### config.mk
export PLATFORM = sky130hd
export DESIGN_NAME = cga_vram_arbiter
export DESIGN_NICKNAME = d
export VERILOG_FILES = /design/src/rtl/cga_vram_arbiter_pkg.sv /design/src/rtl/cga_isa_req_latch.sv /design/src/rtl/cga_vram_arbiter.sv
export SDC_FILE = /design/constraint.sdc
export NUM_CORES = 1
export LEC_CHECK = 0
export BUFFER_PORTS_ARGS = -buffer_cell sky130_fd_sc_hd__buf_4
export CAP_MARGIN = 5
export CELL_PAD_IN_SITES_DETAIL_PLACEMENT = 0
export CELL_PAD_IN_SITES_GLOBAL_PLACEMENT = 1
export CORE_ASPECT_RATIO = 0.9
export CORE_UTILIZATION = 33
export DETAILED_ROUTE_END_ITERATION = 12
export PLACE_DENSITY_LB_ADDON = 0.1
export SYNTH_ARGS = -nofsm -noshare
export SYNTH_HDL_FRONTEND = slang
export SYNTH_SLANG_ARGS = --single-unit
### constraint.sdc
create_clock -name clk -period 1.4 [get_ports clk]
set_input_delay 0.28 -clock clk [delete_from_list [all_inputs] [get_ports clk]]
set_output_delay 0.28 -clock clk [all_outputs]
set_load 0.02 [all_outputs]
### src/rtl/cga_vram_arbiter_pkg.sv
// rtl/cga_vram_arbiter_pkg.sv - shared ISA access FSM encoding and next-state helper
package cga_vram_arbiter_pkg;

  localparam int ISA_ACCESS_CYCLES = 3;

  // DONE is numbered so that its code equals the access length in cycles.
  localparam logic [1:0] ST_IDLE   = 2'd0;
  localparam logic [1:0] ST_SETUP  = 2'd1;
  localparam logic [1:0] ST_ACCESS = 2'd2;
  localparam logic [1:0] ST_DONE   = 2'(ISA_ACCESS_CYCLES);

  // A display fetch inside SETUP/ACCESS sends the access back to SETUP for a retry.
  function automatic logic [1:0] isa_next_state(input logic [1:0] st,
                                                input logic       start,
                                                input logic       disp_busy);
    case (st)
      ST_IDLE:   return start ? ST_SETUP : ST_IDLE;
      ST_SETUP:  return disp_busy ? ST_SETUP : ST_ACCESS;
      ST_ACCESS: return disp_busy ? ST_SETUP : ST_DONE;
      default:   return ST_IDLE;
    endcase
  endfunction

endpackage

### src/rtl/cga_isa_req_latch.sv
// rtl/cga_isa_req_latch.sv - single-entry CPU request holder with IOCHRDY wait generation
module cga_isa_req_latch #(
  parameter int ADDR_W = 14
) (
  input  logic              clk_i,
  input  logic              rst_i,
  input  logic              req_i,
  input  logic              we_i,
  input  logic [ADDR_W-1:0] addr_i,
  input  logic [7:0]        wdata_i,
  input  logic              done_i,
  output logic              pending_o,
  output logic              we_o,
  output logic [ADDR_W-1:0] addr_o,
  output logic [7:0]        wdata_o,
  output logic              wait_o
);

  logic              pending_q, pending_d;
  logic              we_q, we_d;
  logic [ADDR_W-1:0] addr_q, addr_d;
  logic [7:0]        wdata_q, wdata_d;
  logic              accept;

  // A request arriving while one is held (including its DONE cycle) is dropped.
  assign accept = req_i & ~pending_q;

  always_comb begin
    pending_d = pending_q;
    we_d      = we_q;
    addr_d    = addr_q;
    wdata_d   = wdata_q;
    if (accept) begin
      pending_d = 1'b1;
      we_d      = we_i;
      addr_d    = addr_i;
      wdata_d   = wdata_i;
    end else if (done_i) begin
      pending_d = 1'b0;
    end
  end

  always_ff @(posedge clk_i or posedge rst_i) begin
    if (rst_i) begin
      pending_q <= 1'b0;
      we_q      <= 1'b0;
      addr_q    <= '0;
      wdata_q   <= '0;
    end else begin
      pending_q <= pending_d;
      we_q      <= we_d;
      addr_q    <= addr_d;
      wdata_q   <= wdata_d;
    end
  end

  assign pending_o = pending_q;
  assign we_o      = we_q;
  assign addr_o    = addr_q;
  assign wdata_o   = wdata_q;
  assign wait_o    = (pending_q & ~done_i) | accept;

endmodule

### src/rtl/cga_vram_arbiter.sv
// rtl/cga_vram_arbiter.sv - VRAM port owner: display fetch mux, byte latches, CPU access FSM
module cga_vram_arbiter
  import cga_vram_arbiter_pkg::*;
#(
  parameter int ADDR_W = 14
) (
  input  logic              clk,
  input  logic              reset,
  input  logic              vram_read,
  input  logic              vram_read_a0,
  input  logic              vram_read_char,
  input  logic              vram_read_att,
  input  logic              isa_op_enable,
  input  logic [ADDR_W-2:0] disp_addr,
  input  logic              isa_req,
  input  logic              isa_we,
  input  logic [ADDR_W-1:0] isa_addr,
  input  logic [7:0]        isa_wdata,
  output logic [7:0]        isa_rdata,
  output logic              isa_ack,
  output logic              isa_wait,
  output logic [ADDR_W-1:0] ram_a,
  output logic [7:0]        ram_dout,
  output logic              ram_we,
  input  logic [7:0]        ram_din,
  output logic [7:0]        vram_char,
  output logic [7:0]        vram_att
);

  logic [1:0]        state_q, state_d;
  logic [7:0]        rdata_q, rdata_d;
  logic [7:0]        char_q, char_d;
  logic [7:0]        att_q, att_d;
  logic              pending, req_we, done, start, in_access;
  logic [ADDR_W-1:0] req_addr;
  logic [7:0]        req_wdata;

  assign done      = (state_q == ST_DONE);
  assign in_access = (state_q == ST_SETUP) | (state_q == ST_ACCESS);
  // A fresh request may launch in its own cycle, before it is registered.
  assign start     = (state_q == ST_IDLE) & (pending | isa_req) & isa_op_enable & ~vram_read;

  cga_isa_req_latch #(.ADDR_W(ADDR_W)) u_req (
    .clk_i     (clk),
    .rst_i     (reset),
    .req_i     (isa_req),
    .we_i      (isa_we),
    .addr_i    (isa_addr),
    .wdata_i   (isa_wdata),
    .done_i    (done),
    .pending_o (pending),
    .we_o      (req_we),
    .addr_o    (req_addr),
    .wdata_o   (req_wdata),
    .wait_o    (isa_wait)
  );

  always_comb begin
    state_d = isa_next_state(state_q, start, vram_read);
    rdata_d = rdata_q;
    char_d  = vram_read_char ? ram_din : char_q;
    att_d   = vram_read_att  ? ram_din : att_q;
    if (done && !req_we) rdata_d = ram_din;
  end

  // Display always wins the port; write enable never leaks into a fetch cycle.
  always_comb begin
    ram_a    = '0;
    ram_dout = '0;
    ram_we   = 1'b0;
    if (vram_read) begin
      ram_a = {disp_addr, vram_read_a0};
    end else if (in_access) begin
      ram_a    = req_addr;
      ram_dout = req_wdata;
      ram_we   = (state_q == ST_ACCESS) & req_we;
    end
  end

  always_ff @(posedge clk or posedge reset) begin
    if (reset) begin
      state_q <= ST_IDLE;
      rdata_q <= '0;
      char_q  <= '0;
      att_q   <= '0;
    end else begin
      state_q <= state_d;
      rdata_q <= rdata_d;
      char_q  <= char_d;
      att_q   <= att_d;
    end
  end

  assign isa_ack   = done;
  assign isa_rdata = rdata_d;
  assign vram_char = char_q;
  assign vram_att  = att_q;

endmodule
==> results.py, run 1 <==
metrics = {
    "power": {
        "p_int_mw": 4.82,
        "power_density_nw_per_um2": 1920,
        "pwr-share-clk": 0.146,
        "power_frac_seq": 0.316,
        "p_sw_frac": 0.348,
        "combPwrFrac": 0.538,
        "p_sw_mw": 2.57,
        "peakVddDrop_v": 0.000840,
        "leakage_nw": 1.85,
    },
    "min_path": {
        "hold_depth": 2,
        "hp-class": "in -> reg",
        "hp-start": "isa_addr[13]",
        "holdPathEnd": "u_req.addr_o[13]",
    },
    "route": {
        "drc": 0,
        "viasPerCell": 4.56,
        "drt_iter0_drc": 44,
        "postRouteAntennaNets": 0,
        "vias": 1760,
        "routedWlPerCell_um": 14.7,
        "wirelength_mm": 5.67,
        "firstDrtPassIters": 4,
    },
    "synth": {
        "ys_seq_area_frac": 0.542,
        "syn_inst": 176,
        "yosys.cell_types.count": 23,
        "yosys_warnings": 0,
        "synth_fp_nets": 233,
        "synth_seq_cells": 50,
        "avgSynthCellArea_um2": 13.1,
        "synth.cell_area_um2": 2310,
    },
    "setup_path": {
        "slowest_stage": "dfrtp_1",
        "path_class": "reg -> out",
        "cpPeakStageDelay_ns": 0.44,
        "r2r-end": "rdata_q[5]",
        "crit_fanout": 5,
        "arrival_ns": 1.62,
        "cp.buffers_inverters": 2,
        "crit_path_end_kind": "primary output",
        "cp-start-kind": "flip-flop",
        "critical-path-top-delay-family": "flip-flops",
        "required_ns": 1.12,
        "reg2reg_slack_ns": 0.04,
        "reg2reg_from": "state_q[1]",
        "reg2reg_depth": 5,
        "crit_path_cell_trace": "inv_2 -> ha_4 -> nor2b_4 -> and2_4 -> buf_6",
    },
    "run_status": {
        "status": "finished, violations left",
        "violations": "negative setup slack",
    },
    "timing": {
        "holdWs_ns": 0.191,
        "max_freq_ghz": 0.527,
        "fin_ws_ns": -0.496,
        "timing.setup.tns_ns": -15.32,
        "hold_viol_final": 0,
        "setup_viol": 33,
        "period_needed_ns": 1.90,
        "slew_headroom": 0.781,
        "skew_ns": 0.0103,
        "slew_violations": 0,
        "worst_slew_pin_slew_ns": 0.327,
        "rsz0062_at_grt": "yes",
        "period_share": 1.35,
    },
    "run": {
        "max_cap_violations": 0,
    },
    "die": {
        "coreArea_um2": 6660,
        "io_pins": 101,
        "die_x_um": 90.2,
        "die-area_um2": 7330,
        "die_y_um": 81.3,
        "initial_core_util": 0.347,
        "std_cell_rows": 28,
    },
    "global_route": {
        "grt.overflow.total": 0,
        "grt_max_degree": 39,
        "first_global_vias": 1808,
        "track_usage": 0.156,
        "grt_pass1_wl_mm": 8.84,
        "antenna_found_initial": 0,
    },
    "clock_tree": {
        "clockRootBuffer": "clkbuf_8",
        "cts.sinks": 50,
        "cts_made_buffers": 5,
        "path_clk_slew_ns": 0.10,
        "clk_latency_ns": 0.31,
        "cts_tree": "yes",
        "clk_path_buf_depth": 2,
        "ctsHtreeMaxLevel": 2,
    },
    "placement": {
        "portBuffers": 100,
        "place_area_um2": 3490,
        "gp_congestion": 0.722,
        "place_hpwl_mm": 4.10,
    },
    "final_layout": {
        "diodes": 0,
        "drive_above_1_share": 0.730,
        "stdcell_area_um2": 3860,
        "syn_to_final_growth_pct": 67.1,
        "nets": 352,
    },
}
## cells in the final DEF, fill, tap and decap left out
cell type | netlist | layout
a21o_1 | 2 | 2
a21oi_1 | 1 | 1
a22o_4 | 0 | 1
and2_4 | 0 | 8
and3b_1 | 1 | 1
buf_12 | 2 | 5
buf_4 | 0 | 80
buf_6 | 1 | 34
buf_8 | 0 | 1
bufinv_16 | 0 | 1
clkbuf_8 | 0 | 5
clkinvlp_4 | 0 | 1
dfrtp_1 | 50 | 50
dlygate4sd3_1 | 0 | 1
ha_1 | 5 | 2
ha_4 | 0 | 3
inv_2 | 0 | 3
inv_6 | 0 | 2
mux2_2 | 29 | 21
mux2_4 | 18 | 26
nand2_1 | 26 | 19
nand2_2 | 0 | 3
nand2_4 | 0 | 4
nand2b_4 | 0 | 1
nor2_1 | 2 | 2
nor2b_4 | 0 | 3
o211ai_1 | 1 | 1
o21ai_2 | 0 | 3
o21ai_4 | 0 | 10
o22ai_1 | 1 | 1
or2_2 | 1 | 1
## kinds of logic (layout without fill, tap and decap cells)
| group | after synthesis | in the layout | synth area share |
|---|---|---|---|
| buffers and inverters | 14 | 133 | 0.0428 |
| adder cells (fa/ha/maj) | 5 | 5 | 0.0271 |
| multiplexers | 47 | 47 | 0.259 |
| flip-flops | 50 | 50 | 0.542 |
| AO/OA/AOI/OAI | 19 | 19 | 0.0466 |
| AND/OR/NAND/NOR | 41 | 42 | 0.0829 |
## per-layer routing
metal	wire [µm]	vias to the layer above	GRT usage
li1	-	836	-
met3	270	6	0.0431
met1	2530	877	0.208
met2	2820	41	0.253
met5	0	-	0
met4	43	0	0.0387
## metrics by stage
| stage | setup slack (ns) | power (mW) | instances | utilization |
|---|---|---|---|---|
| final | -0.496 | 7.40 | 386 | 0.580 |
| after global routing | -0.589 | 7.83 | 386 | 0.580 |
| after CTS | -0.515 | 7.43 | 383 | 0.574 |
| after detailed placement | -0.229 | 5.77 | 371 | 0.525 |
| after global placement | -0.196 | 5.73 | 371 | 0.525 |
| after floorplan | -0.0759 | 4.61 | 176 | - |
## sequential cells by signal, indices dropped and copies added (netlist names)
name,count
u_req.pending_o,1
rdata_q,8
vram_char,8
vram_att,8
state_q,2
u_req.addr_o,14
u_req.wdata_o,8
u_req.we_o,1
## cell type report
| type | instances | area, µm² |
|---|---|---|
| fillers | 607 | 2800 |
| multi-input cells | 113 | 1250 |
| flip-flops and latches | 50 | 1250 |
| repair buffers | 121 | 1110 |
| clock inverters | 3 | 47.5 |
| clock buffers | 5 | 68.8 |
| inverters | 4 | 18.8 |
| well taps | 90 | 113 |
## cell usage after synthesis (all sizes together)
cell type  count  area, µm²
nand2         26       97.6
o22ai          1       6.26
inv            4       15.0
o21ai         13       65.1
a22o           1       8.76
a21o           2       15.0
clkbuf         2       7.51
or2            1       6.26
and2           8       50.1
ha             5       62.6
a21oi          1       5.00
buf            8       76.3
nor2           2       7.51
dfrtp         50       1250
o211ai         1       7.51
nor2b          2       15.0
and3b          1       8.76
mux2          47        597
nand2b         1       6.26
## how the worst max path moves through the flow
stage	slack [ns]	cells past startpoint	startpoint	endpoint
finish	-0.50	5	state_q[1]	ram_dout[6]
global route	-0.59	6	state_q[0]	ram_a[1]
CTS	-0.52	5	state_q[1]	ram_dout[6]
detailed placement	-0.23	5	state_q[1]	ram_dout[6]
global placement	-0.20	5	state_q[1]	isa_rdata[5]
floorplan	-0.08	4	state_q[1]	isa_rdata[0]
## worst register-to-register path, stage by stage, from the launching register on
cell and delay [ns]:
dfrtp_1 0.44, ha_4 0.19, nand2b_4 0.07, buf_12 0.13, mux2_4 0.32, buf_6 0.11
## power groups by stage
stage | sequential (mW) | clock (mW) | combinational [mW]
after floorplan | 2.31 | 0 | 2.31
after CTS | 2.34 | 1.11 | 3.98
final | 2.34 | 1.08 | 3.98
after detailed placement | 2.32 | 0 | 3.46
after global routing | 2.41 | 1.18 | 4.24
after global placement | 2.33 | 0 | 3.40
## repair_timing
item / 4_1_cts / 5_1_grt
buffers inserted: 2 / 3
endpoints found under the setup margin: 33 / 34
gates cloned: 1 / 0
resized for setup: 49 / 3
endpoints found under the hold margin: 12 / 0
hold buffers: 1 / 0
pin swaps: 11 / 4
(Power assumes the default switching activity.)
==> run 2: changes to the inputs <==
--- a/config.mk
+++ b/config.mk
@@ -12,7 +12,8 @@
 export CORE_ASPECT_RATIO = 0.9
 export CORE_UTILIZATION = 33
 export DETAILED_ROUTE_END_ITERATION = 12
-export PLACE_DENSITY_LB_ADDON = 0.1
+export HOLD_SLACK_MARGIN = 0.15
+export PLACE_DENSITY_LB_ADDON = 0.05
 export SYNTH_ARGS = -nofsm -noshare
 export SYNTH_HDL_FRONTEND = slang
 export SYNTH_SLANG_ARGS = --single-unit
==> results.py, run 2 (synthesized netlist as in run 1, its figures left out) <==
metrics = {
    "power": {
        "leakage_nw": 1.85,
        "power_density_nw_per_um2": 1900,
        "power_mw": 7.36,
        "peakVddDrop_v": 0.000921,
    },
    "final_layout": {
        "nets": 352,
        "layout_commonest_cell": "buf_4",
        "largest_register_ffs": 14,
        "drive_above_1_share": 0.733,
        "diodes": 0,
        "syn_to_final_growth_pct": 67.8,
        "stdcell_area_um2": 3870,
        "final_cell_mix": "buf_4 (77), dfrtp_1 (50), buf_6 (36), mux2_4 (26), mux2_2 (21)",
    },
    "timing": {
        "max_freq_ghz": 0.524,
        "worst_slew_pin_slew_ns": 0.284,
        "skew_ns": 0.00654,
        "period_needed_ns": 1.91,
        "setup_viol": 33,
        "period_share": 1.36,
        "fin_ws_ns": -0.508,
        "hold_viol_final": 0,
        "slew_violations": 0,
        "slew_headroom": 0.810,
        "rsz0062_at_grt": "yes",
    },
    "route": {
        "postRouteAntennaNets": 0,
        "drc": 0,
        "wirelength_mm": 5.52,
        "viasPerCell": 4.37,
        "routedWlPerCell_um": 14.3,
        "vias": 1688,
        "drt_iter0_drc": 48,
        "firstDrtPassIters": 3,
    },
    "global_route": {
        "grt_max_degree": 51,
        "track_usage": 0.153,
        "antenna_found_initial": 0,
        "first_global_vias": 1755,
        "grt.overflow.total": 0,
        "grt_pass1_wl_mm": 8.69,
    },
    "clock_tree": {
        "cts_made_buffers": 5,
        "ctsHtreeMaxLevel": 2,
        "clk_latency_ns": 0.29,
        "clockRootBuffer": "clkbuf_8",
        "path_clk_slew_ns": 0.09,
        "clk_path_buf_depth": 2,
        "cts.sinks": 50,
        "cts_tree": "yes",
    },
    "die": {
        "die-area_um2": 7330,
        "die_y_um": 81.3,
        "io_pins": 101,
        "coreArea_um2": 6660,
        "die_x_um": 90.2,
        "initial_core_util": 0.347,
        "std_cell_rows": 28,
    },
    "placement": {
        "gp_congestion": 0.779,
        "place_area_um2": 3480,
        "place_hpwl_mm": 3.87,
        "portBuffers": 100,
    },
    "setup_path": {
        "required_ns": 1.12,
        "cp-start-kind": "flip-flop",
        "arrival_ns": 1.63,
        "path_class": "reg -> out",
        "crit_fanout": 5,
        "crit_path_end_kind": "primary output",
    },
    "min_path": {
        "hp-class": "in -> reg",
    },
    "run": {
        "max_cap_violations": 0,
    },
    "run_status": {
        "violations": "negative setup slack",
        "status": "finished, violations left",
    },
}
run 2: cell types whose count changed in the layout (fill, tap and decap cells not counted), moves of 2 or more:
cell,change
buf_4,-3
buf_6,+2
inv_6,-2
nand2_2,-2
run 2: final cells by class:
class	instances	area, µm²
clock buffers	6	82.6
flip-flops and latches	50	1250
clock inverters	2	12.5
fillers	553	2780
repair buffers	121	1130
well taps	90	113
inverters	4	21.3
multi-input cells	113	1260
run 2: critical path, stage by stage, from the launching register on:
cell     delay, ns
dfrtp_1       0.44
inv_2         0.08
ha_4          0.32
nor2b_4       0.22
and2_4        0.17
buf_6         0.11
run 2: worst paths after layout:
check	startpoint	to	slack [ns]	cells past startpoint
min in group asynchronous	reset	u_req.we_o	0.59	4
worst min-delay path	isa_addr[3]	u_req.addr_o[3]	0.21	2
worst max register to register	state_q[1]	rdata_q[6]	0.03	5
max in group asynchronous	reset	u_req.wdata_o[6]	0.56	4
worst min register to register	rdata_q[7]	rdata_q[7]	0.51	1
worst max-delay path	state_q[1]	ram_dout[6]	-0.51	5
run 2: repair_timing:
action,CTS,global route
gates cloned,1,1
hold buffers,1,0
pin swaps,4,8
setup endpoints to repair,33,34
buffers inserted,4,4
hold endpoints to repair,50,0
gates resized for setup,40,18
run 2: per-stage QoR:
stage | cells | setup TNS [ns] | setup WS (ns) | hold WS [ns] | utilization
detailed placement | 369 | -6.06 | -0.229 | 0.377 | 0.523
global placement | 369 | -5.49 | -0.210 | 0.375 | 0.523
finish | 386 | -14.99 | -0.508 | 0.208 | 0.582
CTS | 382 | -14.67 | -0.504 | 0.197 | 0.566
floorplan | 176 | -1.78 | -0.0759 | 0.322 | -
global route | 386 | -17.04 | -0.572 | 0.191 | 0.582
run 2: report_power, final:
group	switching (mW)	internal [mW]
Clock	0.480	0.398
Combinational	1.72	2.41
Sequential	0.354	1.99
Total	2.56	4.80
run 2: layer usage:
layer | GRT usage | wire length, µm | vias to the layer above
met5 | 0 | 0 | -
met4 | 0.0387 | 23 | 0
met3 | 0.0459 | 314 | 2
met2 | 0.234 | 2450 | 45
met1 | 0.213 | 2730 | 810
li1 | - | - | 831
